### config.mk
export PLATFORM = sky130hd
export DESIGN_NAME = pam4_tx_symgen
export DESIGN_NICKNAME = d
export VERILOG_FILES = /design/src/rtl/pam4_tx_symgen.sv
export SDC_FILE = /design/constraint.sdc
export NUM_CORES = 1
export LEC_CHECK = 0
export ABC_AREA = 1
export ABC_CLOCK_PERIOD_IN_PS = 4300
export CORE_MARGIN = 5
export CORE_UTILIZATION = 35
export CTS_CLUSTER_SIZE = 16
export DETAILED_ROUTE_END_ITERATION = 8
export GPL_ROUTABILITY_DRIVEN = 0
export MAX_ROUTING_LAYER = met4
export PLACE_DENSITY_LB_ADDON = 0.08
export RECOVER_POWER = 25
export SLEW_MARGIN = 20
export SYNTH_ARGS = -nofsm -noshare
export SYNTH_HDL_FRONTEND = slang
export SYNTH_SLANG_ARGS = --single-unit
### constraint.sdc
create_clock -name clk -period 4.3 [get_ports clk]
set_input_delay 0.86 -clock clk [delete_from_list [all_inputs] [get_ports clk]]
set_output_delay 0.86 -clock clk [all_outputs]
set_load 0.02 [all_outputs]
### src/rtl/pam4_tx_symgen.sv
`default_nettype none
// ----------------------------------------------------------------------------
// pam4_tx_symgen : PAM4 transmit symbol generator (preamble + byte/PRBS7 payload)
// Optional: define PAM4_PRECODE_EN for 1/(1+D) mod-4 payload precoding. Rev 1.0
// ----------------------------------------------------------------------------
module pam4_tx_symgen #(
    parameter int         PREAMBLE_LEN = 32,
    parameter logic [6:0] PRBS_SEED    = 7'h5A,
    parameter int         FILL_LEVEL   = -1
) (
    input  logic       clk,
    input  logic       rst,
    input  logic       en,
    input  logic       mode,
    input  logic [7:0] data_in,
    input  logic       data_valid,
    output logic       data_ready,
    output logic [3:0] sym_out,
    output logic       sym_valid,
    output logic       preamble_active,
    output logic       frame_start,
    output logic       underrun
);

    localparam int         CNT_W    = (PREAMBLE_LEN > 2) ? $clog2(PREAMBLE_LEN) : 1;
    localparam logic [CNT_W-1:0] CNT_LAST = CNT_W'(PREAMBLE_LEN - 1);
    localparam logic [6:0] SEED     = (PRBS_SEED == 7'h00) ? 7'h7F : PRBS_SEED;
    localparam logic [3:0] FILL_SYM = 4'(FILL_LEVEL);
    localparam logic [3:0] LVL_P3   = 4'b0011;
    localparam logic [3:0] LVL_M3   = 4'b1101;

    typedef enum logic [1:0] {
        ST_IDLE     = 2'd0,
        ST_PREAMBLE = 2'd1,
        ST_PAYLOAD  = 2'd2
    } state_t;

    state_t           state;
    logic             mode_q;
    logic [7:0]       buf_byte;
    logic [1:0]       buf_idx;
    logic             buf_full;
    logic [6:0]       lfsr;
    logic [CNT_W-1:0] pre_cnt;
    logic             first_sym;
    logic             accept;
    logic             prbs_b0;
    logic             prbs_b1;
    logic [1:0]       byte_pair;
    logic [1:0]       pay_bits;
    logic [1:0]       line_bits;

    function automatic logic [3:0] gray_level(input logic [1:0] b);
        logic [3:0] lvl;
        case (b)
            2'b00:   lvl = 4'b1101;
            2'b01:   lvl = 4'b1111;
            2'b11:   lvl = 4'b0001;
            default: lvl = 4'b0011;
        endcase
        return lvl;
    endfunction

    assign data_ready = (state == ST_PAYLOAD) && !mode_q && en && (!buf_full || buf_idx == 2'd3);
    assign accept     = data_valid && data_ready;

    // Two steps of x^7+x^6+1 per clock; lfsr[6] is the oldest bit.
    assign prbs_b0 = lfsr[6] ^ lfsr[5];
    assign prbs_b1 = lfsr[5] ^ lfsr[4];

    always_comb begin
        byte_pair = buf_byte[1:0];
        case (buf_idx)
            2'd0:    byte_pair = buf_byte[7:6];
            2'd1:    byte_pair = buf_byte[5:4];
            2'd2:    byte_pair = buf_byte[3:2];
            default: byte_pair = buf_byte[1:0];
        endcase
    end

    assign pay_bits = mode_q ? {prbs_b0, prbs_b1} : byte_pair;

`ifdef PAM4_PRECODE_EN
    logic [1:0] prec;
    assign line_bits = pay_bits - prec;
`else
    assign line_bits = pay_bits;
`endif

    always_ff @(posedge clk or posedge rst) begin
        if (rst) begin
            state           <= ST_IDLE;
            mode_q          <= 1'b0;
            buf_byte        <= 8'h00;
            buf_idx         <= 2'd0;
            buf_full        <= 1'b0;
            lfsr            <= SEED;
            pre_cnt         <= '0;
            first_sym       <= 1'b0;
            sym_out         <= 4'd0;
            sym_valid       <= 1'b0;
            preamble_active <= 1'b0;
            frame_start     <= 1'b0;
            underrun        <= 1'b0;
`ifdef PAM4_PRECODE_EN
            prec            <= 2'd0;
`endif
        end else begin
            frame_start <= 1'b0;
            case (state)
                ST_IDLE: begin
                    sym_valid       <= 1'b0;
                    sym_out         <= 4'd0;
                    preamble_active <= 1'b0;
                    if (en) begin
                        mode_q   <= mode;
                        underrun <= 1'b0;
                        lfsr     <= SEED;
                        pre_cnt  <= '0;
                        buf_full <= 1'b0;
                        state    <= ST_PREAMBLE;
                    end
                end
                ST_PREAMBLE: begin
                    if (!en) begin
                        state           <= ST_IDLE;
                        sym_valid       <= 1'b0;
                        sym_out         <= 4'd0;
                        preamble_active <= 1'b0;
                    end else begin
                        sym_valid       <= 1'b1;
                        preamble_active <= 1'b1;
                        sym_out         <= pre_cnt[0] ? LVL_M3 : LVL_P3;
                        pre_cnt         <= pre_cnt + CNT_W'(1);
                        if (pre_cnt == CNT_LAST) begin
                            state     <= ST_PAYLOAD;
                            first_sym <= 1'b1;
`ifdef PAM4_PRECODE_EN
                            prec      <= 2'd0;
`endif
                        end
                    end
                end
                ST_PAYLOAD: begin
                    preamble_active <= 1'b0;
                    if ((mode_q && en) || (!mode_q && buf_full)) begin
                        sym_valid   <= 1'b1;
                        sym_out     <= gray_level(line_bits);
                        frame_start <= first_sym;
                        first_sym   <= 1'b0;
`ifdef PAM4_PRECODE_EN
                        prec        <= line_bits;
`endif
                        if (mode_q) begin
                            lfsr <= {lfsr[4:0], prbs_b0, prbs_b1};
                        end else begin
                            buf_idx <= buf_idx + 2'd1;
                            if (buf_idx == 2'd3) begin
                                buf_full <= 1'b0;
                                if (!en) state <= ST_IDLE;
                            end
                        end
                    end else if (en) begin
                        // Underrun slot: hold the line busy with the fill level.
                        sym_valid   <= 1'b1;
                        sym_out     <= FILL_SYM;
                        underrun    <= 1'b1;
                        frame_start <= first_sym;
                        first_sym   <= 1'b0;
                    end else begin
                        state     <= ST_IDLE;
                        sym_valid <= 1'b0;
                        sym_out   <= 4'd0;
                    end
                    if (accept) begin
                        buf_byte <= data_in;
                        buf_idx  <= 2'd0;
                        buf_full <= 1'b1;
                    end
                end
                default: state <= ST_IDLE;
            endcase
        end
    end

endmodule
`default_nettype wire

==> results of run 1 <==
-- per-stage QoR --
step	hold slack, ns	total power (W)
5_1_grt	0.498	0.00103
4_1_cts	0.474	0.000970
3_3_place_gp	0.458	0.000720
2_1_floorplan	0.447	0.000637
3_5_place_dp	0.461	0.000721
6_report	0.469	0.000951
-- worst max-delay path, stage by stage --
cell	delay (ns)
clkdlybuf4s50_1	0.67
nand2_4	0.12
nor2_2	0.17
and2_1	0.14
clkdlybuf4s50_1	0.59
-- layout make-up --
class,count,area share
sequential,34,0.389
multi-input combinational,163,0.382
timing repair buffer,22,0.0972
inverter,30,0.0511
tap,70,0.0398
clock buffer,7,0.0392
clock inverter,1,0.00227
-- power groups by stage --
| stage | Sequential [W] | Combinational (W) | Clock (W) |
|---|---|---|---|
| floorplan | 0.000434 | 0.000203 | 0 |
| global placement | 0.000431 | 0.000289 | 0 |
| detailed placement | 0.000433 | 0.000288 | 0 |
| CTS | 0.000428 | 0.000290 | 0.000253 |
| global route | 0.000435 | 0.000328 | 0.000265 |
| finish | 0.000426 | 0.000283 | 0.000242 |
-- cell usage in the layout (no fill, tap or decap) --
cell type        count
dfstp_2              4
o22ai_1              1
clkbuf_8             6
inv_2                1
clkdlybuf4s50_1     20
o21ai_2              5
o21ai_1             10
nand2_4              1
nor3_1               3
dfrtp_1             30
a21oi_1              4
a21boi_0             1
nand3_2              2
clkbuf_1             2
dlygate4sd3_1        1
nor2_1              19
inv_1               29
a22oi_1              1
clkinv_2             1
ha_1                12
o21ai_0             11
a21oi_2              1
and2_1               1
nor2_2               2
nand3_1              7
nand2_2              3
xor2_1               1
nand2_1             78
-- state kept, by name, indices dropped and copies added (netlist names), 2 cells and up --
name,flops
pre_cnt,5
buf_idx,2
sym_out,3
state,2
buf_byte,8
lfsr,7
-- cell families (layout without fill, tap and decap cells) --
logic type	count (synthesis)	after routing
flip-flops	34	34
AND/OR/NAND/NOR	116	116
adder cells (fa/ha/maj)	12	12
XOR/XNOR	1	1
buffers and inverters	36	60
AO/OA/AOI/OAI	34	34
-- path summary, 6_finish.rpt --
check,from,to,depth (start not counted)
max in group asynchronous,rst,buf_byte[2],3
worst min-delay path,lfsr[1],lfsr[1],2
min in group asynchronous,rst,lfsr[5],3
worst max register to register,state[0],buf_idx[1],7
worst max-delay path,en,data_ready,5
worst min register to register,lfsr[1],lfsr[1],2
-- metal layers --
layer / vias to the layer above / wire length, µm / share of wire
met5: - / 0 / 0
met4: 0 / 57 / 0.016
met3: 6 / 123 / 0.034
met2: 19 / 1590 / 0.44
met1: 631 / 1810 / 0.51
li1: 773 / - / -
==> run metrics, run 1 <==
outcome finished, violations left; failing checks capacitance limit, slew limit; Total Wirelength 3580 µm; ys flop type dfrtp_1; CTS Buf Count 5; minimum clock period after layout 3.41 ns; area occupied by multi-input gates 841 µm²; Finish-stage setup viols 0; chip height 83.0 µm; synth cell count leaders nand2_1 (78), dfrtp_1 (30), inv_1 (29); Peak Freq 293 MHz; Initial Util 0.363; crit path max fanout 7; Rows 26; Avg Inst Size Synth 8.01 µm²; mapped cell area 1870 µm²; Crit Path Category input port to primary output; TNS Setup 0 ns; M2 GR Usage 0.176; dpl ws 0.889 ns; clock power share 0.254; share of the synthesized area in the top cell type 0.402; pwr dens 432 nW/µm²; Hold Path Class flop to flop; simple-gate area share of the yosys netlist 0.259; GRT overflow 0; Max clock buf depth 2; Routed wire per std cell 10.9 µm; Post-CTS Hold Buffers 0; CTS tree yes; unique cell type count in the Yosys netlist 25; worst relative slew slack -0.245; register bit total from synthesis 34; share of layout cells above drive strength 1 0.101; worst reg-to-reg setup slack 2.27 ns; mux cell area share after synthesis 0; initial DRC count 59; initial antenna violation count 0; Adder-Cell Fraction of Synth Area 0.0805; Global Route met1 Usage 0.149; Buffers on Ports 21; Final Worst Setup Slack 0.886 ns; largest net degree at the start of global routing 35; Net Sw Frac 0.342; Root Buffer clkbuf_8; endpoint type of the worst setup path primary output; synth top area cells dfrtp_1 (40%), nand2_1 (16%), ha_1 (8.0%); Syn Inst Count 233; iteration count of the initial detailed-routing pass 4; DRC Markers 0; EDFF count, synth 0; Setup Skew 0.00233 ns; vias 1429; sequential cell area fraction in the yosys report 0.459; final instance area 2200 µm²; placed cell count 319; met3 Use GR 0.0356; Clk Latency, worst-skew pair 0.28 ns; first-pass GRT wire length 6430 µm; vias in the first global route 1401; Net Count, Synth 258; Layout Utilization 0.428; top-count cell post-synth nand2_1; RSZ-0062 raised after global routing no; busiest grt layer met2; Pint 0.000626 W; Synthesis Warnings 0; FF/Latch Area 856 µm²; main combinational cell family by area after synthesis simple AND/OR/NAND/NOR gates; fin. max-slew vios 35; Worst setup SP type input port; crit path DAT 2.55 ns; post-CTS setup buffer count 0; FILL cells 566; Vias/cell 4.37; Slew @ Worst Pin 1.87 ns; asr flop ratio synth 1.00; area leader, netlist dfrtp_1; final cell count without fillers 327; final hold vios 0; die width 83.0 µm; P_sw 0.000325 W; Diodes inserted 0; register clock-pin slew on the reported worst setup and hold paths 0.07 ns; Layout area overhead 18.0%; H-tree level count 2; core area 5140 µm²; share of power burned in registers 0.448; leakage 1.14 nW; HPWL Detailed 2640 µm; Tot GR Track Use 0.117; DP Area 2110 µm²; Post-Synth XOR/XNOR Area 0.00469; Nets 281; post-CTS resize count 0; worst path required time 3.44 ns; combinational share of power 0.298; clk sinks 34; fin crit share 0.794; I/O pin count 22; die area 6890 µm²; maxcap violations 1; Max VDD drop 135 µV; Antenna Nets Post-Route 0; compound-cell area share of the yosys netlist 0.107
Note: power is estimated with default switching activity, not from simulation.
==> run 2: changes to the inputs <==
ABC_CLOCK_PERIOD_IN_PS = 3000   (was 4300)
clock period = 3 ns   (was 4.3 ns; I/O delays follow)
==> run metrics, run 2 (synthesis results as in run 1) <==
outcome finished, violations left; failing checks capacitance limit, slew limit; Buffers on Ports 21; worst path required time 2.40 ns; clk sinks 34; DRC Markers 0; Root Buffer clkbuf_8; CTS Buf Count 5; Nets 283; initial antenna violation count 0; max reg flops 8; first-pass GRT wire length 6040 µm; dpl ws 0.275 ns; Diodes inserted 0; GRT overflow 0; share of layout cells above drive strength 1 0.108; leakage 1.15 nW; register clock-pin slew on the reported worst setup and hold paths 0.06 ns; CTS tree yes; Vias/cell 4.45; Crit path buffers/inverters 2; most frequent cells in the layout nand2_1 (78), dfrtp_1 (30), inv_1 (29); Total Wirelength 3500 µm; Routed wire per std cell 10.6 µm; CP most frequent cell clkdlybuf4s50_1; chip height 83.0 µm; minimum clock period after layout 2.70 ns; worst relative slew slack -0.221; largest net degree at the start of global routing 35; fin crit share 0.899; HPWL Detailed 2590 µm; FILL cells 554; most common cell after layout, fill and taps aside nand2_1; Tot GR Track Use 0.111; Final Power 0.00136 W; crit path DAT 2.10 ns; CP peak stage delay 0.60 ns; final hold vios 0; TNS Setup 0 ns; Largest regs buf_byte: 8 flops, lfsr: 7 flops, pre_cnt: 5 flops; Layout area overhead 18.8%; I/O pin count 22; Cell Chain, Critical Path clkdlybuf4s50_1, nand2_4, nor2_2, and2_1, clkdlybuf4s50_1; delay-heaviest family, CP buffers and inverters; Clk Latency, worst-skew pair 0.29 ns; Max clock buf depth 2; Slew @ Worst Pin 1.83 ns; Max VDD drop 227 µV; Post-CTS Hold Buffers 0; pwr dens 615 nW/µm²; initial DRC count 49; vias in the first global route 1335; Worst setup SP type input port; iteration count of the initial detailed-routing pass 4; Antenna Nets Post-Route 0; Rows 26; Hold Path Class flop to flop; Crit Path Category input port to primary output; Largest Register buf_byte; die area 6890 µm²; RSZ-0062 raised after global routing no; maxcap violations 1; Layout Utilization 0.431; core area 5140 µm²; Initial Util 0.363; Final Worst Setup Slack 0.302 ns; Finish-stage setup viols 0; die width 83.0 µm; endpoint type of the worst setup path primary output; post-CTS resize count 0; post-CTS setup buffer count 0; fin. max-slew vios 35; vias 1463; H-tree level count 2; Peak Freq 371 MHz; crit path max fanout 6; Slowest-stage cell, CP clkdlybuf4s50_1; Setup Skew 0.00629 ns
run 2: cell count changes in the layout (fill, tap and decap cells not counted), sizes merged:
cell / delta
buf: +2
clkdlybuf4s50: +1
dlygate4sd3: -1
run 2: worst register-to-register path: cells and delay by family, from the launching register on:
family / cells / cell delay (ns)
DFF: 1 / 0.40
AOI/OAI and AO/OA: 2 / 0.33
adders and majority gates: 2 / 0.43
buffers and inverters: 1 / 0.13
and+or+nand+nor: 7 / 0.44
run 2: path summary, 6_finish.rpt:
path,startpoint,to,slack [ns],cells past startpoint
min in group asynchronous,rst,buf_byte[2],1.26,3
hold / removal,lfsr[1],lfsr[1],0.47,2
hold reg to reg,lfsr[1],lfsr[1],0.47,2
setup reg to reg,buf_idx[0],sym_out[2],1.15,12
setup / recovery,en,data_ready,0.30,5
max in group asynchronous,rst,pre_cnt[0],0.68,3
run 2: power breakdown:
group	leakage [nW]	internal [W]	switching (W)	total [W]
combinational	0.651	0.000164	0.000242	0.000406
sequential	0.447	0.000549	0.0000603	0.000610
clock	0.0482	0.000185	0.000163	0.000348
total	1.15	0.000898	0.000466	0.00136
run 2: area by class of cell:
type | count | area, µm² | share of cell area
Inverter | 30 | 113 | 0.0508
Clock buffer | 7 | 86.3 | 0.0389
Timing Repair Buffer | 24 | 229 | 0.103
Sequential cell | 34 | 856 | 0.386
Multi-Input combinational cell | 163 | 841 | 0.379
Clock inverter | 1 | 5.00 | 0.00226
Tap cell | 70 | 87.6 | 0.0395
run 2: routing by layer:
metal	global-route usage	share of wire
met1	0.136	0.52
met3	0.0277	0.033
met2	0.172	0.42
met4	0.0535	0.024
met5	-	0
run 2: through the flow:
stage,cells,cell area (µm²),hold slack (ns)
after floorplan,233,1870,0.447
after global placement,321,2130,0.459
after detailed placement,321,2130,0.464
after CTS,329,2220,0.475
after global routing,329,2220,0.486
final,329,2220,0.469
==> run 3: changes to the inputs <==
PLACE_DENSITY = 0.61   (was not set)
PLACE_DENSITY_LB_ADDON = not set   (was 0.08)
SLEW_MARGIN = 25   (was 20)
==> run metrics, run 3 (synthesis results as in run 1) <==
outcome finished, violations left; failing checks capacitance limit, slew limit; fin crit share 0.882; die area 6890 µm²; Buffers on Ports 21; Worst setup SP type input port; register clock-pin slew on the reported worst setup and hold paths 0.06 ns; final instance area 2220 µm²; Finish-stage setup viols 0; TNS Setup 0 ns; first-pass GRT wire length 6400 µm; GRT overflow 0; share of layout cells above drive strength 1 0.108; iteration count of the initial detailed-routing pass 4; Diodes inserted 0; Hold EP lfsr[1]; largest net degree at the start of global routing 35; Largest regs buf_byte: 8 flops, lfsr: 7 flops, pre_cnt: 5 flops; FILL cells 555; CTS Buf Count 5; worst min-delay path startpoint lfsr[1]; post-CTS setup buffer count 0; Tot GR Track Use 0.116; Root Buffer clkbuf_8; DP Area 2130 µm²; hold_ws 0.471 ns; RSZ-0062 raised after global routing no; Max VDD drop 202 µV; worst relative slew slack -0.232; initial antenna violation count 0; FF-to-FF path depth 12; worst reg-to-reg setup slack 1.12 ns; Initial Util 0.363; Hold Path Class flop to flop; Setup Skew 0.00730 ns; endpoint type of the worst setup path primary output; clk sinks 34; die width 83.0 µm; Crit Path Category input port to primary output; most frequent cells in the layout nand2_1 (78), dfrtp_1 (30), inv_1 (29); Peak Freq 378 MHz; vias 1450; worst path required time 2.40 ns; minimum clock period after layout 2.65 ns; leakage 1.15 nW; Rows 26; Slew @ Worst Pin 1.85 ns; Clk Latency, worst-skew pair 0.29 ns; Post-CTS Hold Buffers 0; Max clock buf depth 2; Routed wire per std cell 10.6 µm; core area 5140 µm²; crit path max fanout 6; DRC Markers 0; Reg-to-Reg End sym_out[2]; final hold vios 0; HPWL Detailed 2590 µm; Largest Register buf_byte; Total Wirelength 3480 µm; max reg flops 8; Antenna Nets Post-Route 0; worst hold stages 2; fin. max-slew vios 35; I/O pin count 22; post-CTS resize count 0; CTS tree yes; chip height 83.0 µm; initial DRC count 54; Vias/cell 4.41; crit path DAT 2.05 ns; Layout area overhead 18.8%; FF/Latch Area 856 µm²; maxcap violations 1; vias in the first global route 1419; Nets 283; area occupied by multi-input gates 841 µm²; H-tree level count 2; Critical R2R Launch buf_idx[0]; most common cell after layout, fill and taps aside nand2_1; pwr dens 614 nW/µm²
==> run 3: cell counts in the layout (fill, tap and decap cells not counted) <==
No cell type changed its count.
==> run 3: metrics by stage <==
stage / setup WS, ns / power [W] / cells / utilization
finish: 0.353 / 0.00136 / 329 / 0.431
global route: 0.172 / 0.00148 / 329 / 0.431
CTS: 0.338 / 0.00138 / 329 / 0.432
detailed placement: 0.347 / 0.00103 / 321 / 0.414
global placement: 0.348 / 0.00102 / 321 / 0.414
floorplan: 1.26 / 0.000913 / 233 / -
==> run 3: power by group <==
group          internal (W)  switching, W  total, W
Combinational      0.000164      0.000239  0.000403
Clock              0.000185      0.000161  0.000346
Sequential         0.000550     0.0000627  0.000612
Total              0.000898      0.000463   0.00136
==> run 3: worst max-delay path: stages <==
cell and delay (ns):
clkdlybuf4s50_1 0.52, nand2_4 0.09, nor2_2 0.11, and2_1 0.13
clkdlybuf4s50_1 0.60
==> run 3: cell type report <==
type | instances | area share
clock buffer | 7 | 0.0389
clock inverter | 1 | 0.00226
inverter | 30 | 0.0508
multi-input combinational | 163 | 0.379
sequential | 34 | 0.386
tap | 70 | 0.0395
timing repair buffer | 24 | 0.103
==> run 3: per-layer routing <==
metal | wire, µm | track usage | part of all wire | vias to the layer above
met5 | 0 | - | 0 | -
met4 | 75 | 0.0535 | 0.022 | 0
met3 | 146 | 0.0287 | 0.042 | 9
met2 | 1440 | 0.164 | 0.41 | 28
met1 | 1820 | 0.156 | 0.52 | 643
li1 | - | - | - | 770
==> run 3: how the worst max path moves through the flow <==
stage	startpoint	endpoint	slack [ns]	cells after the start
6_report	en	data_ready	0.35	5
5_1_grt	rst	pre_cnt[2]	0.17	3
2_1_floorplan	en	data_ready	1.26	4
3_3_place_gp	en	data_ready	0.35	5
3_5_place_dp	en	data_ready	0.35	5
4_1_cts	en	data_ready	0.34	5
